==> src/rtl/if_fetch_stage_if.sv <==
// Fetch-stage bundle: PC/imem/hazard inputs toward the stage, next-PC and IF/ID contents back.
// master = surrounding pipeline, slave = if_fetch_stage.
interface if_fetch_stage_if #(
  parameter int DATA  = 32,
  parameter int CNT_W = 16
);
  logic [DATA-1:0]  pcIn;
  logic [DATA-1:0]  instrIn;
  logic             hazardDetected;
  logic             branchTaken;
  logic [DATA-1:0]  branchTarget;
  logic [DATA-1:0]  nextPc;
  logic             haltSignal;
  logic [DATA-1:0]  instrOut;
  logic [DATA-1:0]  pcPlus4Out;
  logic             validOut;
  logic [CNT_W-1:0] stallCount;
  logic [CNT_W-1:0] flushCount;

  modport master (
    output pcIn, instrIn, hazardDetected, branchTaken, branchTarget,
    input  nextPc, haltSignal, instrOut, pcPlus4Out, validOut, stallCount, flushCount
  );

  modport slave (
    input  pcIn, instrIn, hazardDetected, branchTaken, branchTarget,
    output nextPc, haltSignal, instrOut, pcPlus4Out, validOut, stallCount, flushCount
  );
endinterface

==> src/rtl/if_fetch_stage.sv <==
// Instruction fetch + IF/ID register: next-PC is combinational, IF/ID updates in one cycle.
// Only back-pressure is hazardDetected (hold); branchTaken flushes and overrides it.
module if_fetch_stage #(
  parameter int          DATA        = 32,
  parameter logic [5:0]  HALT_OPCODE = 6'b010001,
  parameter int          CNT_W       = 16
) (
  input logic          clk,
  input logic          reset,
  if_fetch_stage_if.slave bus
);

  logic [DATA-1:0]  pc_plus4;
  logic [DATA-1:0]  instr_q;
  logic [DATA-1:0]  pc_plus4_q;
  logic             valid_q;
  logic             halt_q;
  logic [CNT_W-1:0] stall_cnt;
  logic [CNT_W-1:0] flush_cnt;
  logic             halt_in_id;
  logic             halt_fetched;

  assign pc_plus4     = bus.pcIn + DATA'(4);
  assign halt_in_id   = valid_q && (instr_q[DATA-1 -: 6] == HALT_OPCODE);
  assign halt_fetched = (bus.instrIn[DATA-1 -: 6] == HALT_OPCODE);

  assign bus.nextPc     = bus.branchTaken ? bus.branchTarget : pc_plus4;
  assign bus.instrOut   = instr_q;
  assign bus.pcPlus4Out = pc_plus4_q;
  assign bus.validOut   = valid_q;
  assign bus.haltSignal = halt_q;
  assign bus.stallCount = stall_cnt;
  assign bus.flushCount = flush_cnt;

  always_ff @(posedge clk or negedge reset) begin
    if (!reset) begin
      instr_q    <= '0;
      pc_plus4_q <= '0;
      valid_q    <= 1'b0;
      halt_q     <= 1'b0;
      stall_cnt  <= '0;
      flush_cnt  <= '0;
    end else if (bus.branchTaken) begin
      instr_q    <= '0;
      pc_plus4_q <= '0;
      valid_q    <= 1'b0;
      if (flush_cnt != '1) flush_cnt <= flush_cnt + CNT_W'(1);
      // A HALT still sitting in ID was fetched down the wrong path.
      if (halt_in_id) halt_q <= 1'b0;
    end else if (bus.hazardDetected) begin
      if (stall_cnt != '1) stall_cnt <= stall_cnt + CNT_W'(1);
    end else if (halt_q) begin
      instr_q    <= '0;
      pc_plus4_q <= '0;
      valid_q    <= 1'b0;
    end else begin
      instr_q    <= bus.instrIn;
      pc_plus4_q <= pc_plus4;
      valid_q    <= 1'b1;
      if (halt_fetched) halt_q <= 1'b1;
    end
  end

endmodule

==> src/flat_wrapper.sv <==
// flat-port wrapper written by rule: the top's interface ports become plain ports
module if_fetch_stage_flat 
#(
  parameter int          DATA        = 32,
  parameter logic [5:0]  HALT_OPCODE = 6'b010001,
  parameter int          CNT_W       = 16
)
  (clk, reset, bus_pcIn, bus_instrIn, bus_hazardDetected, bus_branchTaken, bus_branchTarget, bus_nextPc, bus_haltSignal, bus_instrOut, bus_pcPlus4Out, bus_validOut, bus_stallCount, bus_flushCount);
  if_fetch_stage_if #(.DATA(DATA), .CNT_W(CNT_W)) bus_i ();
  input logic clk;
  input logic reset;
  input wire logic [$bits(bus_i.pcIn)-1:0] bus_pcIn;
  input wire logic [$bits(bus_i.instrIn)-1:0] bus_instrIn;
  input wire logic [$bits(bus_i.hazardDetected)-1:0] bus_hazardDetected;
  input wire logic [$bits(bus_i.branchTaken)-1:0] bus_branchTaken;
  input wire logic [$bits(bus_i.branchTarget)-1:0] bus_branchTarget;
  output wire logic [$bits(bus_i.nextPc)-1:0] bus_nextPc;
  output wire logic [$bits(bus_i.haltSignal)-1:0] bus_haltSignal;
  output wire logic [$bits(bus_i.instrOut)-1:0] bus_instrOut;
  output wire logic [$bits(bus_i.pcPlus4Out)-1:0] bus_pcPlus4Out;
  output wire logic [$bits(bus_i.validOut)-1:0] bus_validOut;
  output wire logic [$bits(bus_i.stallCount)-1:0] bus_stallCount;
  output wire logic [$bits(bus_i.flushCount)-1:0] bus_flushCount;
  assign bus_i.pcIn = bus_pcIn;
  assign bus_i.instrIn = bus_instrIn;
  assign bus_i.hazardDetected = bus_hazardDetected;
  assign bus_i.branchTaken = bus_branchTaken;
  assign bus_i.branchTarget = bus_branchTarget;
  assign bus_nextPc = bus_i.nextPc;
  assign bus_haltSignal = bus_i.haltSignal;
  assign bus_instrOut = bus_i.instrOut;
  assign bus_pcPlus4Out = bus_i.pcPlus4Out;
  assign bus_validOut = bus_i.validOut;
  assign bus_stallCount = bus_i.stallCount;
  assign bus_flushCount = bus_i.flushCount;
  if_fetch_stage #(.DATA(DATA), .HALT_OPCODE(HALT_OPCODE), .CNT_W(CNT_W)) u_core (.clk(clk), .reset(reset), .bus(bus_i));
endmodule
==> config.mk <==
export PLATFORM = sky130hd
export DESIGN_NAME = if_fetch_stage_flat
export DESIGN_NICKNAME = d
export VERILOG_FILES = /design/src/rtl/if_fetch_stage_if.sv /design/src/rtl/if_fetch_stage.sv /design/src/flat_wrapper.sv
export SDC_FILE = /design/constraint.sdc
export NUM_CORES = 1
export LEC_CHECK = 0
export ABC_AREA = 1
export CAP_MARGIN = 30
export CORE_MARGIN = 8
export CORE_UTILIZATION = 47
export CTS_CLUSTER_SIZE = 12
export DETAILED_ROUTE_END_ITERATION = 16
export PLACE_DENSITY = 0.87
export SLEW_MARGIN = 20
export SYNTH_ARGS = -nofsm -noshare
export SYNTH_HDL_FRONTEND = slang
export SYNTH_SLANG_ARGS = --single-unit
==> constraint.sdc <==
create_clock -name clk -period 4.5 [get_ports clk]
set_input_delay 1.125 -clock clk [delete_from_list [all_inputs] [get_ports clk]]
set_output_delay 1.125 -clock clk [all_outputs]
set_load 0.03 [all_outputs]
==> results of run 1 <==
[cells in the final DEF, fill, tap and decap left out, types with 3 or more instances in the layout]
master,count
nor2_1,63
ha_1,3
a22o_1,29
nand3b_1,9
buf_4,29
clkdlybuf4s50_1,206
dfrtp_1,98
nand4_1,11
xnor2_1,12
nor3_1,3
nand3_1,35
nor2_2,5
xor2_1,20
clkbuf_16,9
o21ai_0,35
dlymetal6s2s_1,6
inv_1,55
nor2_4,4
nand2_1,343
[through the flow]
| stage | power, W | hold WS (ps) | area [um^2] | std cells |
|---|---|---|---|---|
| finish | 0.00266 | 477 | 8320 | 1143 |
| global route | 0.00278 | 502 | 8320 | 1143 |
| CTS | 0.00268 | 483 | 8300 | 1143 |
| detailed placement | 0.00192 | 465 | 8020 | 1129 |
| global placement | 0.00190 | 461 | 7990 | 1128 |
| floorplan | 0.00150 | 654 | 5590 | 763 |
[worst paths after layout]
kind	end	start	cells past startpoint	slack, ps
setup / recovery	bus_nextPc[29]	bus_pcIn[26]	10	150
hold / removal	u_core.bus.pcPlus4Out[12]	u_core.bus.pcPlus4Out[12]	2	480
setup reg to reg	u_core.bus.flushCount[3]	u_core.bus.flushCount[1]	7	2610
hold reg to reg	u_core.bus.pcPlus4Out[12]	u_core.bus.pcPlus4Out[12]	2	480
max in group asynchronous	u_core.bus.pcPlus4Out[21]	reset	2	3120
min in group asynchronous	u_core.bus.instrOut[3]	reset	1	750
[sequential cells by signal (all words and copies together) (netlist names)]
register,cells
u_core.bus.stallCount,16
u_core.bus.haltSignal,1
u_core.bus.instrOut,32
u_core.bus.validOut,1
u_core.bus.flushCount,16
u_core.bus.pcPlus4Out,32
[cells in the mapped netlist (all sizes together)]
cell,instances,area (um^2)
a21oi,1,8.76
a22o,29,254
and2,1,6.26
buf,15,97.6
clkbuf,9,33.8
dfrtp,98,2450
ha,3,37.5
inv,58,220
nand2,345,1310
nand3,37,210
nand3b,9,67.6
nand4,11,68.8
nor2,72,308
nor3,4,31.3
nor4,2,12.5
o21ai,36,180
o21bai,1,7.51
xnor2,12,105
xor2,20,175
[cell type report]
type                       instances  area share
clock buffer                       9      0.0271
clock inverter                     5     0.00677
inverter                          58      0.0265
multi-input combinational        583       0.336
sequential                        98       0.295
tap                              147      0.0221
timing repair buffer             243       0.287
[layer usage]
layer  up-vias  global-route usage
li1       2872                   -
met1      2743               0.295
met2       217               0.406
met3        25              0.0710
met4         0              0.0738
met5         -                   0
[worst max-delay path, delay by kind of cell]
family | cells | cell delay [ps]
buffers and inverters | 2 | 1220
AND/OR/NAND/NOR | 8 | 880
[power breakdown]
| group | leakage [nW] | switching, W | internal, W | total (W) |
|---|---|---|---|---|
| clock network | 0.138 | 0.000329 | 0.000425 | 0.000753 |
| logic | 2.53 | 0.000480 | 0.000357 | 0.000837 |
| registers | 1.31 | 0.000104 | 0.000965 | 0.00107 |
| total | 3.98 | 0.000913 | 0.00175 | 0.00266 |
[timing repair]
action                     in CTS  in global routing
hold endpoints to repair        0                  0
gates resized for setup         0                  6
buffers inserted                0                  0
setup endpoints to repair       0                  6
[kinds of logic (layout without fill, tap and decap cells)]
kind of cell / Yosys count / in the layout / synth area share
compound gates: 67 / 67 / 0.0806
fa+ha+maj: 3 / 3 / 0.00672
simple gates: 481 / 481 / 0.361
buf+inv: 82 / 315 / 0.0629
xor+xnor: 32 / 32 / 0.0501
flops: 98 / 98 / 0.439
==> impl_metrics.py, run 1 <==
metrics = {
    "floorplanning": {
        "start_util": 0.473,
        "die_h_um": 125,
        "io_pins": 230,
        "die-width_um": 125,
        "rows": 40,
        "dieArea_um2": 15600,
        "core-area_um2": 11800,
    },
    "final_layout": {
        "fin_util": 0.704,
        "multi_input_area_um2": 2790,
        "fillers": 975,
        "seq_area_um2": 2450,
        "final_nets": 1096,
        "antenna_cells": 0,
        "drive_gt1_frac": 0.0633,
        "synthToLayoutAreaGrowth_pct": 48.8,
    },
    "timing": {
        "slew_headroom": 0.477,
        "finalCritPeriodShare": 0.967,
        "setup_viol": 0,
        "skew_ps": 5.48,
        "rsz0062_at_grt": "false",
        "hold_viol": 0,
        "fin_ws_ps": 150,
        "worst_pin_slew_ps": 784,
        "tns_ps": 0,
        "post-route-min-period_ps": 4350,
        "fmax_ghz": 0.230,
        "slew_violations": 0,
    },
    "setup_path": {
        "arrival_ps": 3220,
        "crit_chain": "clkdlybuf4s50_1 -> nand2_1 -> nor2_1 -> nand2_1 -> nor2_1 -> nand3_1 -> nand2_1 -> nand2_1 -> nand2_1 -> clkdlybuf4s50_1",
        "cpPeakStageDelay_ps": 660,
        "cp_common_cell": "nand2_1",
        "cp.required_ps": 3380,
        "critPathSlowestCell": "clkdlybuf4s50_1",
        "end_kind": "output port",
        "path_class": "in -> out",
        "crit_fanout": 5,
        "crit_path_start_kind": "input pin",
    },
    "clock_network": {
        "clk_pin_slew_ps": 60,
        "cts_tree": "built",
        "ctsHoldBuffers": 0,
        "root_buffer": "clkbuf_16",
        "cts_sinks": 98,
        "htree_levels": 3,
        "cts_buffer_depth": 2,
        "cts_buffers": 9,
        "insertion_delay_ps": 340,
    },
    "global_routing": {
        "track_usage": 0.242,
        "antenna_found_initial": 0,
        "grt_first_pass_wirelength_um": 30700,
        "grt_pass1_vias": 5744,
        "grt_max_degree": 52,
        "overflow": 0,
    },
    "detailed_routing": {
        "wire_per_inst_um": 16.6,
        "drt_iter0_drc": 423,
        "met2_length_um": 9280,
        "vias": 5857,
        "routed_wl_um": 19000,
        "antenna_left": 0,
        "top_layer": "met4",
        "wl_met3_um": 1370,
        "via_per_inst": 5.12,
        "wl_met1_um": 7910,
        "dr.pass1.iters": 5,
        "drc_errors": 0,
    },
    "synth": {
        "syn_area_um2": 5590,
        "ys_seq_area_frac": 0.439,
        "synth_cell_types": 31,
        "synth_nets": 866,
        "syn_avg_cell_area_um2": 7.33,
        "yosys_warnings": 0,
        "syn-instance-count": 763,
        "ys_seq_elements": 98,
    },
    "place": {
        "dp_slack_ps": 121,
        "place_congestion": 0.957,
        "io_buffer_count": 229,
        "hpwl_um": 14700,
    },
    "job": {
        "drv_cap": 0,
    },
    "worst_hold_path": {
        "worstHoldPathType": "reg -> reg",
    },
    "pwr": {
        "p_per_area_nw_per_um2": 320,
        "cellLeakagePower_nw": 3.98,
        "peakVddDrop_v": 0.000269,
    },
    "status": {
        "status": "complete, no violations",
    },
}
Note: power is estimated with default switching activity, not from simulation.
==> run 2, diff against run 1 <==
REMOVE_ABC_BUFFERS = 1   (was not set)
==> run 2 against run 1 <==
  * Combinational power down 0.5%
  * Worst hold slack better by 5.4 ps
  * Sequential power about the same
  * Setup slack better by 26 ps
  * Clock-buffer cell count increased by 1
  * Fmax up 0.59%
  * Design area up 0.12%
  * Via count decreased by 1.6%
  * Critical endpoint is now bus_nextPc[27]
  * Largest power group unchanged
==> impl_metrics.py, run 2 (synthesis results as in run 1) <==
metrics = {
    "status": {
        "status": "complete, no violations",
    },
    "final_layout": {
        "drive_gt1_frac": 0.0592,
        "fin_util": 0.705,
        "antenna_cells": 0,
        "synthToLayoutAreaGrowth_pct": 48.9,
        "final_cell_mix": "nand2_1, clkdlybuf4s50_1, dfrtp_1",
        "final_common_cell": "nand2_1",
        "final_nets": 1095,
    },
    "floorplanning": {
        "core-area_um2": 11800,
        "die_h_um": 125,
        "rows": 40,
        "dieArea_um2": 15600,
        "io_pins": 230,
        "die-width_um": 125,
        "start_util": 0.473,
    },
    "place": {
        "hpwl_um": 14300,
        "io_buffer_count": 229,
        "dp_slack_ps": 31.2,
        "place_congestion": 0.934,
    },
    "clock_network": {
        "cts_setup_buffers": 0,
        "cts_sinks": 98,
        "htree_levels": 3,
        "root_buffer": "clkbuf_16",
        "clk_pin_slew_ps": 70,
        "ctsHoldBuffers": 0,
        "insertion_delay_ps": 340,
        "cts_tree": "built",
        "cts_buffers": 9,
        "cts_buffer_depth": 2,
        "cts_resized": 0,
    },
    "timing": {
        "worst_pin_slew_ps": 797,
        "setup_viol": 0,
        "finalCritPeriodShare": 0.961,
        "tns_ps": 0,
        "rsz0062_at_grt": "false",
        "hold_viol": 0,
        "slew_headroom": 0.469,
        "fin_ws_ps": 176,
        "skew_ps": 8.22,
        "fmax_ghz": 0.231,
        "post-route-min-period_ps": 4320,
        "slew_violations": 0,
    },
    "setup_path": {
        "reg2reg_to": "u_core.bus.flushCount[9]",
        "crit_chain": "clkdlybuf4s50_1 -> inv_1 -> nor2_2 -> nand2_2 -> nor2_4 -> nand3_1 -> nand2_1 -> nand2_1 -> nand2_1 -> clkdlybuf4s50_1",
        "cp.required_ps": 3380,
        "crit_path_start_kind": "input pin",
        "r2r_slack_ps": 2610,
        "path_delay_family": "buffers and inverters",
        "reg2reg_depth": 7,
        "crit_fanout": 5,
        "arrival_ps": 3200,
        "cp_common_cell": "nand2_1",
        "critPathSlowestCell": "clkdlybuf4s50_1",
        "cpPeakStageDelay_ps": 670,
        "critical_path_buf_inv_count": 3,
        "end_kind": "output port",
        "path_class": "in -> out",
        "reg2reg_from": "u_core.bus.flushCount[0]",
    },
    "global_routing": {
        "grt_max_degree": 63,
        "overflow": 0,
        "antenna_found_initial": 0,
        "grt_pass1_vias": 5797,
        "grt_first_pass_wirelength_um": 29500,
        "track_usage": 0.231,
    },
    "worst_hold_path": {
        "worstHoldPathType": "reg -> reg",
        "whs_endpoint": "u_core.bus.pcPlus4Out[26]",
        "hold_start": "u_core.bus.pcPlus4Out[26]",
        "worstHoldPathCells": 2,
    },
    "detailed_routing": {
        "routed_wl_um": 18100,
        "antenna_left": 0,
        "drt_iter0_drc": 445,
        "drc_errors": 0,
        "wire_per_inst_um": 15.8,
        "via_per_inst": 5.04,
        "dr.pass1.iters": 5,
        "vias": 5761,
    },
    "pwr": {
        "p_per_area_nw_per_um2": 315,
        "peakVddDrop_v": 0.000154,
        "cellLeakagePower_nw": 4.02,
    },
    "job": {
        "drv_cap": 0,
    },
}
run 2: cell count changes in the layout (fill, tap and decap cells not counted):
cell / change
buf_4: -6
dlymetal6s2s_1: +6
buf_12: +1
buf_16: -1
bufinv_16: -1
clkbuf_8: +1
clkdlybuf4s50_1: -1
clkinv_2: +1
clkinv_4: +1
run 2: how the worst max path moves through the flow:
stage                                end  slack (ps)         from  cells past startpoint
final                     bus_nextPc[27]         180  bus_pcIn[2]                     10
after global routing       bus_nextPc[8]          20  bus_pcIn[2]                      7
after CTS                 bus_nextPc[28]          30  bus_pcIn[2]                     10
after detailed placement  bus_nextPc[28]          30  bus_pcIn[2]                     10
after global placement    bus_nextPc[28]          70  bus_pcIn[2]                     10
after floorplan           bus_nextPc[10]         960  bus_pcIn[2]                      6
run 2: stage by stage:
stage	hold WS [ps]	std cells	cell area, um^2	total power (W)
after detailed placement	465	1128	8020	0.00192
final	483	1144	8330	0.00263
after CTS	484	1144	8300	0.00265
after global routing	496	1144	8330	0.00275
after floorplan	664	739	5460	0.00149
after global placement	462	1128	8020	0.00190
run 2: cell type report:
class / instances / area [um^2]
Timing Repair Buffer: 242 / 2400
Multi-Input combinational cell: 583 / 2790
Sequential cell: 98 / 2450
Inverter: 58 / 220
Tap cell: 147 / 184
Clock inverter: 6 / 40.0
Fill cell: 995 / 3480
Clock buffer: 10 / 239
run 2: power by group:
group / switching [W] / internal [W]
combinational: 0.000476 / 0.000357
sequential: 0.0000999 / 0.000964
clock: 0.000338 / 0.000390
total: 0.000914 / 0.00171
run 2: per-layer routing:
layer / share of wire / vias up / GRT usage / routed length [um]
met3: 0.070 / 29 / 0.0646 / 1260
met1: 0.41 / 2651 / 0.268 / 7480
li1: - / 2877 / - / -
met5: 0 / - / 0 / 0
met4: 0.025 / 0 / 0.0931 / 454
met2: 0.49 / 204 / 0.395 / 8900
run 2: tightest hold or removal path, stage by stage (launching register included):
cell	delay [ps]
dfrtp_1	340
nand2_1	60
nand2_1	50
==> run 3, diff against run 2 <==
CELL_PAD_IN_SITES_DETAIL_PLACEMENT = 1   (was not set)
CELL_PAD_IN_SITES_GLOBAL_PLACEMENT = 1   (was not set)
CORE_UTILIZATION = 32   (was 47)
GPL_ROUTABILITY_DRIVEN = 0   (was not set)
PLACE_DENSITY = 0.88   (was 0.87)
==> run 3 against run 2 <==
  * Combinational power rose by 2%
  * Power rose by 6.9%
  * Register-to-register slack got worse by 60 ps
  * Sequential power barely moved
  * Non-clock buffer count fell by 1
  * Die area rose by 40%
  * Design area rose by 2.0%
  * Clock-buffer cell count did not move
  * Worst hold slack improved by 2.6 ps
  * Fmax fell by 0.27%
  * Routed wire length rose by 21%
==> impl_metrics.py, run 3 (synthesis results as in run 1) <==
metrics = {
    "setup_path": {
        "r2r_slack_ps": 2550,
        "critPathSlowestCell": "clkdlybuf4s50_1",
        "crit_path_start_kind": "input pin",
        "arrival_ps": 3210,
        "reg2reg_to": "u_core.bus.flushCount[3]",
        "path_class": "in -> out",
        "cp_common_cell": "clkdlybuf4s50_1",
        "end_kind": "output port",
        "crit_end": "bus_nextPc[8]",
        "reg2reg_depth": 7,
        "cpPeakStageDelay_ps": 700,
        "crit_fanout": 5,
        "cp.required_ps": 3380,
        "crit_start": "bus_pcIn[2]",
        "crit_chain": "clkdlybuf4s50_1 -> ha_1 -> nand2_1 -> nor2_2 -> xnor2_1 -> o21ai_0 -> clkdlybuf4s50_1",
        "reg2reg_from": "u_core.bus.flushCount[1]",
    },
    "detailed_routing": {
        "drt_iter0_drc": 241,
        "drc_errors": 0,
        "dr.pass1.iters": 5,
        "top_layer": "met4",
        "met2_length_um": 11100,
        "routed_wl_um": 21900,
        "wl_met1_um": 9050,
        "via_per_inst": 4.85,
        "vias": 5926,
        "wire_per_inst_um": 17.9,
        "antenna_left": 0,
        "wl_met3_um": 1420,
    },
    "floorplanning": {
        "dieArea_um2": 22000,
        "rows": 48,
        "io_pins": 230,
        "die_h_um": 148,
        "start_util": 0.325,
        "core-area_um2": 17200,
        "die-width_um": 148,
    },
    "timing": {
        "slew_violations": 0,
        "slew_headroom": 0.429,
        "hold_viol": 0,
        "post-route-min-period_ps": 4340,
        "skew_ps": 6.55,
        "setup_viol": 0,
        "tns_ps": 0,
        "finalCritPeriodShare": 0.964,
        "fmax_ghz": 0.231,
        "rsz0062_at_grt": "false",
        "worst_pin_slew_ps": 856,
    },
    "pwr": {
        "p_per_area_nw_per_um2": 331,
        "p_sw_frac": 0.347,
        "p_seq_frac": 0.381,
        "power_frac_clock": 0.317,
        "p_comb_frac": 0.302,
        "power_w": 0.00281,
        "cellLeakagePower_nw": 4.04,
        "peakVddDrop_v": 0.000205,
        "internal-power_w": 0.00183,
        "power.switching_w": 0.000974,
    },
    "global_routing": {
        "grt_max_degree": 99,
        "antenna_found_initial": 1,
        "track_usage": 0.198,
        "grt_pass1_vias": 6412,
        "grt_first_pass_wirelength_um": 34700,
        "overflow": 0,
    },
    "clock_network": {
        "insertion_delay_ps": 350,
        "cts_buffers": 9,
        "cts_setup_buffers": 0,
        "cts_buffer_depth": 2,
        "root_buffer": "clkbuf_16",
        "cts_sinks": 98,
        "cts_tree": "built",
        "htree_levels": 3,
        "clk_pin_slew_ps": 70,
    },
    "place": {
        "io_buffer_count": 229,
        "hpwl_um": 17000,
    },
    "final_layout": {
        "multi_input_area_um2": 2790,
        "fillers": 2156,
        "final_nets": 1094,
        "seq_area_um2": 2450,
        "drive_gt1_frac": 0.0602,
        "final_common_cell": "nand2_1",
        "final_cell_mix": "nand2_1, clkdlybuf4s50_1, dfrtp_1",
        "synthToLayoutAreaGrowth_pct": 51.9,
    },
    "job": {
        "drv_cap": 0,
    },
    "worst_hold_path": {
        "worstHoldPathType": "reg -> reg",
    },
    "status": {
        "status": "complete, no violations",
    },
}
run 3: changes by cell type in the layout (fill, tap and decap cells not counted):
cell and delta:
buf_4 -1, dlymetal6s2s_1 -1, bufinv_16 +2, clkdlybuf4s50_1 -1, inv_8 +1, diode_2 +1, clkinv_2 -3, buf_12 +2
run 3: repair_timing:
action | 4_1_cts | 5_1_grt
hold buffers | 0 | 0
gates resized for setup | 0 | 11
setup endpoints to repair | 0 | 11
run 3: layer usage:
layer	GRT usage	vias to the layer above
met3	0.0510	20
met4	0.0612	0
met5	0	-
met2	0.350	154
met1	0.228	2880
li1	-	2872
run 3: critical path: cells and delay by family:
family | cells | cell delay [ps]
compound gates | 1 | 150
xor+xnor | 1 | 130
fa+ha+maj | 1 | 200
buf+inv | 2 | 1240
simple gates | 2 | 360
run 3: power by group through the flow:
stage	clock, W	sequential [W]	combinational [W]
floorplan	0	0.00123	0.000263
CTS	0.000910	0.00107	0.000864
global placement	0	0.00108	0.000836
detailed placement	0	0.00109	0.000861
global route	0.000938	0.00108	0.000914
finish	0.000890	0.00107	0.000848
run 3: cell type report:
type,count,area share
flip-flops and latches,98,0.289
repair buffers,241,0.284
multi-input cells,583,0.329
diodes,1,0.000295
clock inverters,6,0.0113
clock buffers,10,0.0281
well taps,225,0.0331
inverters,58,0.0259
run 3: per-stage QoR:
step	hold slack (ps)	util	worst slack (ps)	cell area (um^2)	cells
floorplan	664	-	958	5460	739
global placement	462	0.473	88.5	8130	1205
detailed placement	472	0.473	25.0	8130	1205
CTS	490	0.493	16.4	8460	1221
global route	518	0.494	50.3	8490	1222
finish	486	0.494	164	8490	1222
run 3: how the worst min path moves through the flow:
stage,slack (ps),startpoint,to,cells past startpoint
finish,490,u_core.bus.pcPlus4Out[12],u_core.bus.pcPlus4Out[12],2
global route,520,u_core.bus.instrOut[13],u_core.bus.instrOut[13],1
CTS,490,u_core.bus.pcPlus4Out[12],u_core.bus.pcPlus4Out[12],2
detailed placement,470,u_core.bus.pcPlus4Out[12],u_core.bus.pcPlus4Out[12],2
global placement,460,u_core.bus.pcPlus4Out[11],u_core.bus.pcPlus4Out[11],2
floorplan,660,u_core.bus.pcPlus4Out[20],u_core.bus.pcPlus4Out[20],2
